## src/rtl/tg_csr_pkg.sv

```systemverilog
// rtl/tg_csr_pkg.sv - shared types and constants for the memory traffic-generator CSR and run control
package tg_csr_pkg;

    localparam int M_CHANNEL = 4;
    localparam logic [31:0] TG_TIMEOUT_DEFAULT = 32'd100000000;

    typedef enum logic [1:0] {
        ST_IDLE  = 2'd0,
        ST_START = 2'd1,
        ST_RUN   = 2'd2,
        ST_DONE  = 2'd3
    } t_tg_chan_state;

    typedef struct packed {
        logic pass;
        logic fail;
        logic timeout;
        logic active;
    } t_tg_stat;

    typedef struct packed {
        logic [M_CHANNEL-1:0] init_n;
    } t_tg_ctrl;

endpackage

```

## src/rtl/mem_tg_chan_fsm.sv

```systemverilog
// rtl/mem_tg_chan_fsm.sv - one channel's launch/handshake FSM, watchdog counter and status flops
module mem_tg_chan_fsm
    import tg_csr_pkg::*;
#(
    parameter int unsigned        TO_W           = 32,
    parameter logic [TO_W-1:0]    TIMEOUT_CYCLES = TG_TIMEOUT_DEFAULT
) (
    input  logic       i_clk,
    input  logic       i_rst_n,
    input  logic       i_launch,
    input  logic       i_ready,
    input  logic       i_done,
    input  logic       i_fail,
    output logic       o_start,
    output logic       o_abort,
    output logic [3:0] o_stat
);

    localparam logic [TO_W-1:0] TO_LAST = TIMEOUT_CYCLES - {{(TO_W-1){1'b0}}, 1'b1};

    t_tg_chan_state  r_state, w_state_nxt;
    logic [TO_W-1:0] r_cnt, w_cnt_nxt;
    logic            r_pass, r_fail, r_timeout, r_abort;
    logic            w_pass_nxt, w_fail_nxt, w_timeout_nxt, w_abort_nxt;
    logic            w_running;
    logic            w_to_hit;
    t_tg_stat        w_stat;

    assign w_running = (r_state == ST_START) || (r_state == ST_RUN);
    assign w_to_hit  = (TIMEOUT_CYCLES != '0) && (r_cnt == TO_LAST) && w_running;

    always_ff @(posedge i_clk) begin
        if (!i_rst_n) begin
            r_state   <= ST_IDLE;
            r_cnt     <= '0;
            r_pass    <= 1'b0;
            r_fail    <= 1'b0;
            r_timeout <= 1'b0;
            r_abort   <= 1'b0;
        end else begin
            r_state   <= w_state_nxt;
            r_cnt     <= w_cnt_nxt;
            r_pass    <= w_pass_nxt;
            r_fail    <= w_fail_nxt;
            r_timeout <= w_timeout_nxt;
            r_abort   <= w_abort_nxt;
        end
    end

    always_comb begin
        w_state_nxt   = r_state;
        w_cnt_nxt     = r_cnt;
        w_pass_nxt    = r_pass;
        w_fail_nxt    = r_fail;
        w_timeout_nxt = r_timeout;
        w_abort_nxt   = 1'b0;

        // Saturating: with the watchdog disabled a long run must not wrap back through zero.
        if (w_running && (r_cnt != '1)) begin
            w_cnt_nxt = r_cnt + 1'b1;
        end

        case (r_state)
            ST_IDLE, ST_DONE: begin
                if (i_launch) begin
                    w_state_nxt   = ST_START;
                    w_cnt_nxt     = '0;
                    w_pass_nxt    = 1'b0;
                    w_fail_nxt    = 1'b0;
                    w_timeout_nxt = 1'b0;
                end
            end
            ST_START: begin
                if (w_to_hit) begin
                    w_state_nxt   = ST_DONE;
                    w_timeout_nxt = 1'b1;
                    w_abort_nxt   = 1'b1;
                end else if (i_ready) begin
                    w_state_nxt = ST_RUN;
                end
            end
            ST_RUN: begin
                // A completion landing on the deadline cycle still counts as a real result.
                if (i_done) begin
                    w_state_nxt = ST_DONE;
                    w_pass_nxt  = ~i_fail;
                    w_fail_nxt  = i_fail;
                end else if (w_to_hit) begin
                    w_state_nxt   = ST_DONE;
                    w_timeout_nxt = 1'b1;
                    w_abort_nxt   = 1'b1;
                end
            end
            default: begin
                w_state_nxt = ST_IDLE;
            end
        endcase
    end

    assign w_stat.pass    = r_pass;
    assign w_stat.fail    = r_fail;
    assign w_stat.timeout = r_timeout;
    assign w_stat.active  = w_running;

    assign o_start = (r_state == ST_START);
    assign o_abort = r_abort;
    assign o_stat  = w_stat;

endmodule

```

## src/rtl/mem_tg_chan_ctrl.sv

```systemverilog
// rtl/mem_tg_chan_ctrl.sv - per-channel run controller between the TG CSR block and the TG cores
module mem_tg_chan_ctrl
    import tg_csr_pkg::*;
#(
    parameter int unsigned     M_CHANNEL      = tg_csr_pkg::M_CHANNEL,
    parameter int unsigned     TO_W           = 32,
    parameter logic [TO_W-1:0] TIMEOUT_CYCLES = TG_TIMEOUT_DEFAULT
) (
    input  logic                   clk,
    input  logic                   rst_n,
    input  logic                   csr_ctrl_wr,
    input  logic [M_CHANNEL-1:0]   csr_ctrl_init_n,
    output logic [M_CHANNEL-1:0]   tg_start,
    input  logic [M_CHANNEL-1:0]   tg_ready,
    input  logic [M_CHANNEL-1:0]   tg_done,
    input  logic [M_CHANNEL-1:0]   tg_fail,
    output logic [M_CHANNEL-1:0]   tg_abort,
    output logic [4*M_CHANNEL-1:0] csr_tg_stat
);

    logic [M_CHANNEL-1:0] w_launch;

    // init_n is active-low: a 0 bit requests a run on that channel.
    assign w_launch = {M_CHANNEL{csr_ctrl_wr}} & ~csr_ctrl_init_n;

    for (genvar g = 0; g < M_CHANNEL; g++) begin : g_chan
        logic [3:0] w_stat;

        mem_tg_chan_fsm #(
            .TO_W           (TO_W),
            .TIMEOUT_CYCLES (TIMEOUT_CYCLES)
        ) u_chan (
            .i_clk    (clk),
            .i_rst_n  (rst_n),
            .i_launch (w_launch[g]),
            .i_ready  (tg_ready[g]),
            .i_done   (tg_done[g]),
            .i_fail   (tg_fail[g]),
            .o_start  (tg_start[g]),
            .o_abort  (tg_abort[g]),
            .o_stat   (w_stat)
        );

        assign csr_tg_stat[4*g +: 4] = w_stat;
    end

endmodule

```

## config.mk

```make
export PLATFORM = sky130hd
export DESIGN_NAME = mem_tg_chan_ctrl
export DESIGN_NICKNAME = d
export VERILOG_FILES = /design/src/rtl/tg_csr_pkg.sv /design/src/rtl/mem_tg_chan_fsm.sv /design/src/rtl/mem_tg_chan_ctrl.sv
export SDC_FILE = /design/constraint.sdc
export NUM_CORES = 1
export LEC_CHECK = 0
export BUFFER_PORTS_ARGS = -buffer_cell sky130_fd_sc_hd__buf_4
export CAP_MARGIN = 10
export CORE_ASPECT_RATIO = 0.7
export CORE_MARGIN = 5
export CORE_UTILIZATION = 42
export DETAILED_ROUTE_END_ITERATION = 10
export SLEW_MARGIN = 15
export SYNTH_ARGS = -nofsm -noshare
export SYNTH_HDL_FRONTEND = slang
export SYNTH_SLANG_ARGS = --single-unit
```

## constraint.sdc

```tcl
create_clock -name clk -period 2.3 [get_ports clk]
set_input_delay 0.115 -clock clk [delete_from_list [all_inputs] [get_ports clk]]
set_output_delay 0.115 -clock clk [all_outputs]
set_load 0.03 [all_outputs]
```

# Word-level counts from Yosys, hierarchy flattened
# Index checks and enable logic that the tools add are counted.
dict set report classes {
  addsub 4
  eq_ne 40
  mux 80
  bitwise_logic 6
  n_reduce_logical 36
}
# op n
set ops {}
lappend ops {{$mux 32} 12}
lappend ops {{$add 32x1->32 const B} 4}
lappend ops {{$eq 32x27->1 const B} 4}
lappend ops {{$ne 32x32->1 const B} 4}
lappend ops {{$mux 2} 20}
lappend ops {{$mux 1} 28}
lappend ops {{$ne 2x2->1 const B} 12}
lappend ops {{$pmux 1 s2} 12}
lappend ops {{$pmux 2 s3} 4}
lappend ops {{$reduce_and 3->1} 8}
lappend ops {{$eq 2x2->1 const B} 8}
lappend ops {{$ne 3x2->1 const B} 4}
lappend ops {{$ne 3x3->1 const B} 4}
lappend ops {{$pmux 1 s3} 4}
lappend ops {{$eq 2x1->1 const B} 4}
lappend ops {{$logic_and 1x1->1} 8}
lappend ops {{$logic_not 2->1} 4}
lappend ops {{$reduce_and 2->1} 4}
lappend ops {{$reduce_bool 2->1} 4}
lappend ops {{$reduce_or 2->1} 4}
lappend ops {{$and 4x4->4} 1}
lappend ops {{$logic_or 1x1->1} 4}
lappend ops {{$not 1->1} 4}
lappend ops {{$not 4->4} 1}
dict set report word_totals {
  reg_bits 152
  in_bits 19
  out_inout_bits 24
  elab_cells 190
}

# Depth between registers and ports, before layout
# Gate-level depths: netlist of the first run.
dict set report depth {
  depth_word 6
  mapped_depth 10
}

# Cells and area by module
# From an unflattened synthesis of the first run, not the netlist that was laid out.
dict set report hier_totals {
  hier_cells 994
  hier_area_um2 8166.6
}
# mod n_inst cells_each area_each_um2 seq_area_each_um2
set by_module_without_submodules {}
lappend by_module_without_submodules {{mem_tg_chan_fsm at g_chan[0].u_chan ...} 3 248 2024.4 760.7}
lappend by_module_without_submodules {{mem_tg_chan_fsm at g_chan[3].u_chan} 1 246 2058.2 760.7}
lappend by_module_without_submodules {mem_tg_chan_ctrl 1 4 35.0 0.0}

# Worst setup path after synthesis of the first run
# Ideal clock, no wire load.
dict set report synth_path {
  kind {flip-flop to flip-flop}
  start {reg g_chan[3].u_chan.r_cnt[5]}
  end {reg g_chan[3].u_chan.r_cnt[28]}
  setup_ns 0.070
  arrival_ns 2.111
  path_slack_ns 0.119
  stages_incl_launch_ff 7
  cell_sequence {dfxtp_1 -> nand4_4 -> or4_4 -> or4_1 -> buf_2 -> or4_1 -> a21oi_1}
}
dict set report synth_via {
  elab_chain_len 5
}
# item line_no
set synth_lines {}
lappend synth_lines {{start, declared} mem_tg_chan_fsm.sv:22} ;# logic [TO_W-1:0] r_cnt, w_cnt_nxt;
lappend synth_lines {{start signal, assigned} mem_tg_chan_fsm.sv:42} ;# r_cnt <= w_cnt_nxt;
lappend synth_lines {{branches (longest 2 deep; another with $add 32x1->32)} --}
lappend synth_lines {{$mux 32 *} mem_tg_chan_fsm.sv:59} ;# if (w_running && (r_cnt != '1)) begin
lappend synth_lines {{$mux 32} mem_tg_chan_fsm.sv:65} ;# if (i_launch) begin
lappend synth_lines {{$mux 32 *} mem_tg_chan_fsm.sv:63} ;# case (r_state)
# Every way passes the cells marked *.
# A chain may end at the register's enable or synchronous reset.

# Worst setup path after layout of the first run
# Ends and elaborated chain as after synthesis.

==> results.md, run 1 <==
- Reg clk slew, reported paths: about 0.060 ns
- Final setup fails: 0
- CP Cell Sequence: nand4_4, or4_4, or4_4, or4_1, a21oi_1
- Area contributors post-synth: dfxtp_1 (37%), a21oi_1 (6.4%), nand2_1 (3.9%), or3_1 (3.8%), o21ai_0 (3.5%)
- Detailed-route DRC error count: 0
- Detailed placer's ending HPWL: roughly 16000 um
- Gr usage total: a little under a fifth
- Routed length per instance: about 16 um
- Sw frac: 32.6%
- Sw power: 0.00248 W
- Vias in the first global route: ~6900
- Multi-input combinational cell area: 4850 um2
- LEAKAGE: ~3.3 nW
- Total core area: ~20000 um2
- Synth Area in Compound Gates: between 20% and 30%
- Final WL: approximately 22000 um
- Top cell type's share of synthesized area: between 30% and 40%
- Root Buffer: clkbuf_16
- Skew final: a little over 0.006 ns
- CTS sink count: 152
- Hold Path Class: in2reg
- Status: completed
- Max VDD drop: approximately 0.00053 V
- PortBufs: 42
- Sequential share of the synthesized area: 36.6%
- Top-count cell post-synth: dfxtp_1
- Skew-Pair Late Insertion Delay: ~0.43 ns
- Final min period: between 2 and 2.5 ns
- Syn avg cell area: 8.01 um2
- Clock power share: ~36%
- RePlAce Congestion: between 0.8 and 0.9
- Power share of the sequential group: 37.3%
- Yosys warnings: 0
- Placed cells: 1350
- PwrDens: just under 800 nW/um2
- Adder-cell share of the synthesized area: about 1.8%
- CTS tree: built
- Post-synth EDFFs: 0
- Relative slew slack: 63.6%
- CP required: around 2.7 ns
- Crit path kind: reg2reg
- Net Count, Synth: 1069
- Post-synth top area cell: dfxtp_1
- Worst Setup End Kind: register
- Final antenna diode count: 0
- Non-filler cells, final: 1390
- Setup tns final: 0 ns
- Mux contribution to synthesized area: under 10%
- CTS buffer count: 17
- Final ANT Viol Nets: 0
- Initial core utilization: a little over two fifths
- Post-Synth Simple-Gate Area: about a third
- Final critical-path share of the clock period: between 90% and 100%
- Layout filler cell count: roughly 1900
- Crit path launch type: register
- FF+latch count, synth: roughly 150
- Slew Viols, Final: 0
- Row cnt: 43
- Largest stage delay, worst path: ~0.55 ns
- Async SR Flop Fraction: 0%
- Top_reg_cell synth: dfxtp_1
- Count of different cell masters after synthesis: 64
- First-pass GRT wire length: around 36000 um
- RSZ-0062 raised after global routing: no
- Synth Area in XOR/XNOR: 2.11%
- Share of cells above drive strength 1: approximately 16%
- Final Hold Viols: 0
- CP most frequent cell: or4_4
- Max Cap Viol: 0
- Combinational fraction of design power: a little over a quarter
- Die ar.: between 20000 and 25000 um2
- Via count: about 8000
- Largest family of logic cells by synthesized area: simple AND/OR/NAND/NOR gates
- Nets@finish: approximately 1100
- Number of antenna violations at the first check in global routing: 0
- I/O pins: 43
- Max clock buf depth: 2
- Initial DRC count: between 700 and 800
- Post-synthesis cell area: ~8300 um2
- Remaining global-route overflow: 0
- Pint: about 0.0051 W
- Largest net degree at the start of global routing: 32
- Worst slew pin tran: roughly 0.53 ns
- Cells after Synth: 1038
- Max frequency: 454 MHz
- Htree depth: 4
- Post-synth top cells: dfxtp_1 (152), a21oi_1 (107), nand2_1 (86)
- Via density per instance: about 5.7
- CP max-delay cell: or4_4
- Final hold slack: about 0.052 ns
- Worst EP arrival: 2.57 ns
- Sequential Area: 3040 um2
- Synthesis-to-layout area growth: 18.8%
- Max FO, Critical Path: 8
- Die height: 128 um
- DR pass1 iterations: 6
- Die Span X: roughly 180 um
## through the flow
stage                     utilization (%)  total power, W  cell area [um2]  setup slack, ns
after floorplan                         -         0.00430             8310            0.119
after global placement               46.7         0.00488             9170           0.0424
after detailed placement             46.7         0.00488             9170           0.0473
after CTS                            50.0         0.00766             9810           0.0382
after global routing                 50.3         0.00800             9880          0.00406
final                                50.3         0.00762             9880           0.0956
## power by group through the flow
stage | Combinational (W) | Clock, W | Sequential (W)
floorplan | 0.00142 | 0 | 0.00288
global placement | 0.00198 | 0 | 0.00289
detailed placement | 0.00198 | 0 | 0.00289
CTS | 0.00200 | 0.00282 | 0.00284
global route | 0.00220 | 0.00295 | 0.00285
finish | 0.00201 | 0.00276 | 0.00284
## state kept, by name, summed over array words and instances (netlist names)
signal,flops
g_chan.u_chan.r_pass,4
g_chan.u_chan.r_timeout,4
g_chan.u_chan.o_abort,4
g_chan.u_chan.r_cnt,128
g_chan.u_chan.r_state,8
g_chan.u_chan.r_fail,4
## cell type report
| type | instances | share of cell area, % |
|---|---|---|
| Clock buffer | 20 | 4.72 |
| Tap cell | 270 | 3.42 |
| Sequential cell | 152 | 30.8 |
| Multi-Input combinational cell | 785 | 49.1 |
| Inverter | 30 | 1.14 |
| Clock inverter | 12 | 1.19 |
| Timing Repair Buffer | 121 | 9.58 |
## cells by family (layout without fill, tap and decap cells)
| family | Yosys count | count (layout) |
|---|---|---|
| and+or+nand+nor | 471 | 471 |
| DFF | 152 | 152 |
| adders and majority gates | 12 | 12 |
| xor gates and xnor gates | 20 | 20 |
| muxes | 10 | 10 |
| buffers and inverters | 101 | 183 |
| AOI/OAI and AO/OA | 272 | 272 |
## worst paths after layout
kind	start	end	slack, ns	cells past startpoint
hold / removal	rst_n	g_chan[2].u_chan.r_state[0]	0.05	3
setup / recovery	g_chan[3].u_chan.r_cnt[5]	g_chan[3].u_chan.r_cnt[28]	0.1	5
hold reg to reg	g_chan[3].u_chan.r_fail	g_chan[3].u_chan.r_fail	0.46	2
setup reg to reg	g_chan[3].u_chan.r_cnt[5]	g_chan[3].u_chan.r_cnt[28]	0.1	5
## routing by layer
layer  up-vias  track usage (%)  wire, um
li1       4063                -         -
met1      3713             30.4     11700
met2       187             25.6      8700
met3        17             3.95      1180
met4         0             4.50       198
met5         -                0         0
## critical path, delay by kind of cell, from the launching register on
family           cells  cell delay, ns
AO/OA/AOI/OAI        1            0.15
flip-flops           1            0.42
AND/OR/NAND/NOR      4            1.57
## cell usage in the layout (no fill, tap or decap), types with 5 or more instances in the layout
master         Yosys  routed
dfxtp_1          152     151
buf_4             24     112
a21oi_1          107     106
nand2_1           86      85
nor2_1            65      65
o21ai_0           58      57
nand3_1           50      50
or3_1             50      50
nand4_1           45      45
or4_1             36      33
inv_1             30      30
o31ai_1           29      29
and4_1            20      20
nor3_1            20      19
xnor2_1           19      19
clkbuf_16          0      17
nor4_1            18      16
a211oi_1          15      14
and3_1            11      11
a31oi_1           11      11
ha_1              12      11
and2_1            10      10
nor2b_1           10      10
nand2b_1          10      10
mux2i_1           10      10
o21a_1             7       7
nor4b_1            7       7
o211ai_1           6       6
a31o_2             6       6
nand4b_1           6       6
dlygate4sd3_1      0       6
or4_4              2       5
a41o_1             5       5
a21o_1             5       5
## repair_timing
item | in CTS | in global routing
hold buffers | 6 | 0
resized for setup | 0 | 15
setup buffers | 0 | 1
hold endpoints to repair | 7 | 0
setup endpoints to repair | 0 | 28
(Power assumes the default switching activity.)
==> run 2: changes to the inputs <==
BUFFER_PORTS_ARGS = unset   (was -buffer_cell sky130_fd_sc_hd__buf_4)
CORE_UTILIZATION = 55   (was 42)
DONT_BUFFER_PORTS = 1   (was unset)
PLACE_DENSITY = 0.76   (was unset)
==> run 2 against run 1 <==
  * Clock power is 2% higher
  * Global-route usage is 4.7 points higher
  * Utilization is 14 points higher
  * Critical path type unchanged
  * Highest routed layer unchanged
==> results.md, run 2 (synthesized netlist as in run 1, its figures left out) <==
- Max VDD drop: 0.000399 V (-25%)
- CTS buffer count: 17 (unchanged)
- Worst Hold End: g_chan[1].u_chan.r_cnt[28]
- Hold Path Class: in2reg
- Max clock buf depth: 2 (unchanged)
- Root Buffer: clkbuf_16
- DR pass1 iterations: 6 (unchanged)
- Via count: 8146 (+2.1%)
- CTS tree: built
- First-pass GRT wire length: 34900 um (-1.9%)
- LEAKAGE: 3.07 nW (-7.5%)
- Worst slew pin tran: 0.625 ns (+0.0930 ns)
- Reg-to-Reg End: g_chan[1].u_chan.r_cnt[31]
- Most common cell after layout, fill and taps aside: dfxtp_1
- Reg clk slew, reported paths: 0.07 ns (about the same)
- Remaining global-route overflow: 0 (unchanged)
- Initial core utilization: 56.3% (+14 points)
- Status: completed
- Worst EP arrival: 2.60 ns (+0.03 ns)
- Final WL: 21600 um (-0.58%)
- Max Cap Viol: 0 (unchanged)
- Share of cells above drive strength 1: 12.2% (-4.2 points)
- I/O pins: 43 (unchanged)
- CTS sink count: 152 (unchanged)
- Crit path launch type: register
- RePlAce Congestion: 0.921 (+2.5%)
- Routed length per instance: 17.0 um (+9.0%)
- Reg with most FFs: g_chan.u_chan.r_cnt
- Worst Setup End Kind: register
- Place WS: 0.0826 ns (+0.0353 ns)
- Max FO, Critical Path: 5 (-3)
- Setup WS post-layout: 0.0493 ns (-0.0463 ns)
- PortBufs: 0 (-100%)
- Final setup fails: 0 (unchanged)
- Commonest non-fill, non-tap cells in the layout: dfxtp_1 (151), a21oi_1 (107), nand2_1 (86)
- Detailed-route DRC error count: 0 (unchanged)
- Final antenna diode count: 0 (unchanged)
- Die Span X: 157 um (-12%)
- CP required: 2.65 ns (about the same)
- Via density per instance: 6.42 (+12%)
- Gr usage total: 23.7% (+4.7 points)
- Slew Viols, Final: 0 (unchanged)
- Max frequency: 444 MHz (-2.1%)
- Hold path depth: 3 (unchanged)
- Number of antenna violations at the first check in global routing: 1 (+1)
- Htree depth: 4 (unchanged)
- Detailed placer's ending HPWL: 15000 um (-6.0%)
- Tot Pwr: 0.00755 W (-0.90%)
- Final Hold Viols: 0 (unchanged)
- Total core area: 14800 um2 (-25%)
- Relative slew slack: 57.9% (-5.7 points)
- Row cnt: 37 (-14%)
- Die ar.: 17700 um2 (-22%)
- Max FFs per register: 128 (unchanged)
- Largest net degree at the start of global routing: 27 (-16%)
- Largest regs: g_chan.u_chan.r_cnt x128, g_chan.u_chan.r_state x8
- Vias in the first global route: 7043 (+1.4%)
- Worst r2r path cells: 8 (+3)
- Final critical-path share of the clock period: 97.9% (+2.0 points)
- Crit path kind: reg2reg
- Nets@finish: 1091 (-4.1%)
- Skew final: 0.0113 ns (+0.00505 ns)
- Final min period: 2.25 ns (+0.0463 ns)
- Hold_sp: rst_n
- Setup tns final: 0 ns (unchanged)
- Synthesis-to-layout area growth: 14.0%
- Die height: 113 um (-12%)
- Skew-Pair Late Insertion Delay: 0.42 ns (about the same)
- Final ANT Viol Nets: 0 (unchanged)
- PwrDens: 796 nW/um2 (+3.2%)
- Initial DRC count: 979 (+39%)
- Worst R2R Start: g_chan[1].u_chan.r_state[0]
- Setup slack, reg-to-reg: 0.05 ns (-0.05 ns)
==> run 2: worst max path at each step <==
stage	slack (ns)	endpoint	cells after the start	start
2_1_floorplan	0.12	g_chan[3].u_chan.r_cnt[28]	6	g_chan[3].u_chan.r_cnt[5]
3_3_place_gp	0.1	g_chan[3].u_chan.r_cnt[28]	5	g_chan[3].u_chan.r_cnt[3]
3_5_place_dp	0.08	g_chan[2].u_chan.r_cnt[23]	8	g_chan[2].u_chan.r_state[0]
4_1_cts	0.06	g_chan[3].u_chan.r_cnt[28]	5	g_chan[3].u_chan.r_cnt[3]
5_1_grt	-0.03	g_chan[1].u_chan.r_cnt[31]	8	g_chan[1].u_chan.r_state[0]
6_report	0.05	g_chan[1].u_chan.r_cnt[31]	8	g_chan[1].u_chan.r_state[0]
==> run 2: final cells by class <==
type,count,area (um2)
fill,1235,5290
multi-input combinational,785,4880
sequential,152,3040
timing repair buffer,74,612
clock buffer,19,443
tap,195,244
clock inverter,13,146
inverter,30,113
==> run 2: repair_timing <==
item | 4_1_cts | 5_1_grt
hold buffers | 12 | 0
hold endpoints to repair | 19 | 0
gates resized for setup | 0 | 18
setup endpoints to repair | 0 | 21
buffers inserted | 0 | 3
==> run 2: per-layer routing <==
| metal | wire length, um | global-route usage (%) | vias to the layer above |
|---|---|---|---|
| li1 | - | - | 3968 |
| met1 | 10400 | 36.0 | 3828 |
| met2 | 9080 | 34.4 | 311 |
| met3 | 1850 | 5.16 | 39 |
| met4 | 299 | 5.20 | 0 |
| met5 | 0 | 0 | - |
==> run 2: where the power goes <==
group / internal, W / switching, W / leakage (nW) / total, W
combinational: 0.000690 / 0.00116 / 1.57 / 0.00185
sequential: 0.00275 / 0.000135 / 1.23 / 0.00289
clock: 0.00164 / 0.00117 / 0.278 / 0.00281
==> run 2: worst max-delay path: stages (launching register included) <==
cell and delay [ns]:
dfxtp_2 0.34, inv_1 0.06, ha_4 0.25, nand4b_1 0.22, nor4_2 0.39, buf_4 0.22
nand4_1 0.12, or4_1 0.42, a21oi_1 0.15
==> run 2: stage by stage <==
stage / instance area, um2 / util [%] / hold slack [ns] / instances
3_5_place_dp: 8650 / 58.6 / 0.257 / 1219
2_1_floorplan: 8310 / - / 0.273 / 1038
5_1_grt: 9480 / 64.2 / 0.0149 / 1268
3_3_place_gp: 8650 / 58.6 / 0.260 / 1219
6_report: 9480 / 64.2 / 0.00702 / 1268
4_1_cts: 9360 / 63.4 / 0.00220 / 1263
==> run 3: changes to the inputs <==
SETUP_SLACK_MARGIN = 0.15   (was unset)
==> run 3 against run 2 <==
  * Sequential share of layout area decreased by 1.1 points
  * First-iteration DRC count decreased by 16%
  * Count of clock-buffer cells in the layout unchanged
  * Cell count increased by 1.5%
  * Routed wire length increased by 7.0%
  * Worst hold slack improved by 0.021 ns
  * Sequential power about the same
  * Worst setup slack improved by 0.043 ns
  * Die area unchanged
  * Maximum frequency increased by 2.0%
  * Utilization increased by 2.9 points
  * Clock skew increased by 0.0012 ns
  * Critical path type unchanged
  * Highest routed layer unchanged
==> results.md, run 3 (synthesized netlist as in run 1, its figures left out) <==
- Crit path launch type: register
- Detailed-route DRC error count: 0 (unchanged)
- Skew final: 0.0124 ns (+0.00116 ns)
- CTS sink count: 152 (unchanged)
- Crit path kind: reg2reg
- Final min period: 2.21 ns (-0.0434 ns)
- Commonest non-fill, non-tap cells in the layout: dfxtp_1 (139), a21oi_1 (102), nand2_1 (84)
- Most common cell after layout, fill and taps aside: dfxtp_1
- Max FO, Critical Path: 4 (-1)
- PwrDens: 770 nW/um2 (-3.3%)
- Worst EP arrival: 2.56 ns (-0.04 ns)
- Htree depth: 4 (unchanged)
- Slew Viols, Final: 0 (unchanged)
- Final Hold Viols: 0 (unchanged)
- Share of cells above drive strength 1: 18.6% (+6.4 points)
- Row cnt: 37 (unchanged)
- Total core area: 14800 um2 (unchanged)
- Gr usage total: 25.1% (+1.3 points)
- PortBufs: 0 (unchanged)
- Max clock buf depth: 2 (unchanged)
- Non-filler cells, final: 1287 (+1.5%)
- Detailed placer's ending HPWL: 15400 um (+3.2%)
- Largest regs: g_chan.u_chan.r_cnt x128, g_chan.u_chan.r_state x8
- Max FFs per register: 128 (unchanged)
- Placed cells: 1228 (+0.74%)
- Worst slew pin tran: 0.703 ns (+0.0774 ns)
- Max VDD drop: 0.000463 V (+16%)
- Final critical-path share of the clock period: 96.0% (-1.9 points)
- CP required: 2.65 ns (about the same)
- Initial DRC count: 827 (-16%)
- Final ANT Viol Nets: 0 (unchanged)
- Synthesis-to-layout area growth: 19.1%
- Status: completed
- LEAKAGE: 3.25 nW (+5.9%)
- Hold Path Class: in2reg
- Nets@finish: 1109 (+1.6%)
- Via density per instance: 6.47 (+0.70%)
- CTS buffer count: 17 (unchanged)
- Initial core utilization: 56.3% (unchanged)
- Setup tns final: 0 ns (unchanged)
- Reg with most FFs: g_chan.u_chan.r_cnt
- Skew-Pair Late Insertion Delay: 0.42 ns (about the same)
- Reg clk slew, reported paths: 0.07 ns (about the same)
- I/O pins: 43 (unchanged)
- Die height: 113 um (unchanged)
- Final Util: 67.1% (+2.9 points)
- CTS tree: built
- RSZ-0062 raised after global routing: yes
- Largest net degree at the start of global routing: 32 (+19%)
- Via count: 8326 (+2.2%)
- Root Buffer: clkbuf_16
- DR pass1 iterations: 6 (unchanged)
- Setup slack, reg-to-reg: 0.09 ns (+0.04 ns)
- Final setup fails: 0 (unchanged)
- Final WL: 23100 um (+7.0%)
- Vias in the first global route: 7314 (+3.8%)
- Die ar.: 17700 um2 (unchanged)
- Max Cap Viol: 0 (unchanged)
- RePlAce Congestion: 0.940 (+2.0%)
- First-pass GRT wire length: 36900 um (+5.7%)
- Relative slew slack: 52.7% (-5.3 points)
- Max frequency: 453 MHz (+2.0%)
- Worst Setup End Kind: register
- Remaining global-route overflow: 0 (unchanged)
- Number of antenna violations at the first check in global routing: 1 (unchanged)
- Die Span X: 157 um (unchanged)
- Routed length per instance: 18.0 um (+5.5%)
[run 3: final timing paths]
path                                      to  cells past startpoint                         from
setup / recovery  g_chan[1].u_chan.r_cnt[31]                      8  g_chan[1].u_chan.r_state[0]
hold / removal    g_chan[0].u_chan.r_timeout                      3                   tg_done[0]
hold reg to reg   g_chan[3].u_chan.r_cnt[15]                      2   g_chan[3].u_chan.r_cnt[15]
setup reg to reg  g_chan[1].u_chan.r_cnt[31]                      8  g_chan[1].u_chan.r_state[0]
[run 3: final cells by class]
cell class	count	area, um2
Inverter	30	113
Clock buffer	19	443
Clock inverter	13	121
Timing Repair Buffer	92	772
Sequential cell	152	3070
Multi-Input combinational cell	785	5140
Antenna cell	1	2.50
Tap cell	195	244
Fill cell	1183	4860
[run 3: through the flow]
| step | instance area (um2) | hold WS (ns) | setup slack (ns) | power [W] |
|---|---|---|---|---|
| floorplan | 8320 | 0.273 | 0.170 | 0.00430 |
| finish | 9900 | 0.0279 | 0.0927 | 0.00763 |
| detailed placement | 8710 | 0.263 | 0.0419 | 0.00474 |
| global placement | 8710 | 0.261 | 0.113 | 0.00470 |
| CTS | 9490 | 0.0202 | 0.0992 | 0.00744 |
| global route | 9900 | 0.0374 | -0.00925 | 0.00798 |
[run 3: where the power goes]
| group | internal (W) | leakage [nW] | switching, W |
|---|---|---|---|
| sequential | 0.00275 | 1.23 | 0.000137 |
| clock | 0.00153 | 0.262 | 0.00116 |
| combinational | 0.000790 | 1.76 | 0.00126 |
| total | 0.00507 | 3.25 | 0.00256 |
[run 3: timing repair]
action,in CTS,in global routing
gates resized for setup,19,66
hold endpoints to repair,24,0
pin swaps,1,17
hold buffers,11,0
endpoints found under the setup margin,36,94
cloned,1,1
setup buffers,2,11
[run 3: metal layers]
metal  routed length [um]  part of all wire (%)  vias up  global-route usage (%)
li1                     -                     -     4001                       -
met1                10500                    45     3956                    36.3
met2                10300                    45      333                    37.6
met3                 1980                   8.6       36                    6.73
met4                  333                   1.4        0                    5.26
met5                    0                     0        -                       0
[run 3: critical path: stages, from the launching register on]
cell and delay, ns:
dfxtp_2 0.35, inv_2 0.05, ha_4 0.22, nand4b_1 0.22
nor4_2 0.32, buf_4 0.17, nand4_1 0.13, or4_4 0.55
a21oi_2 0.12
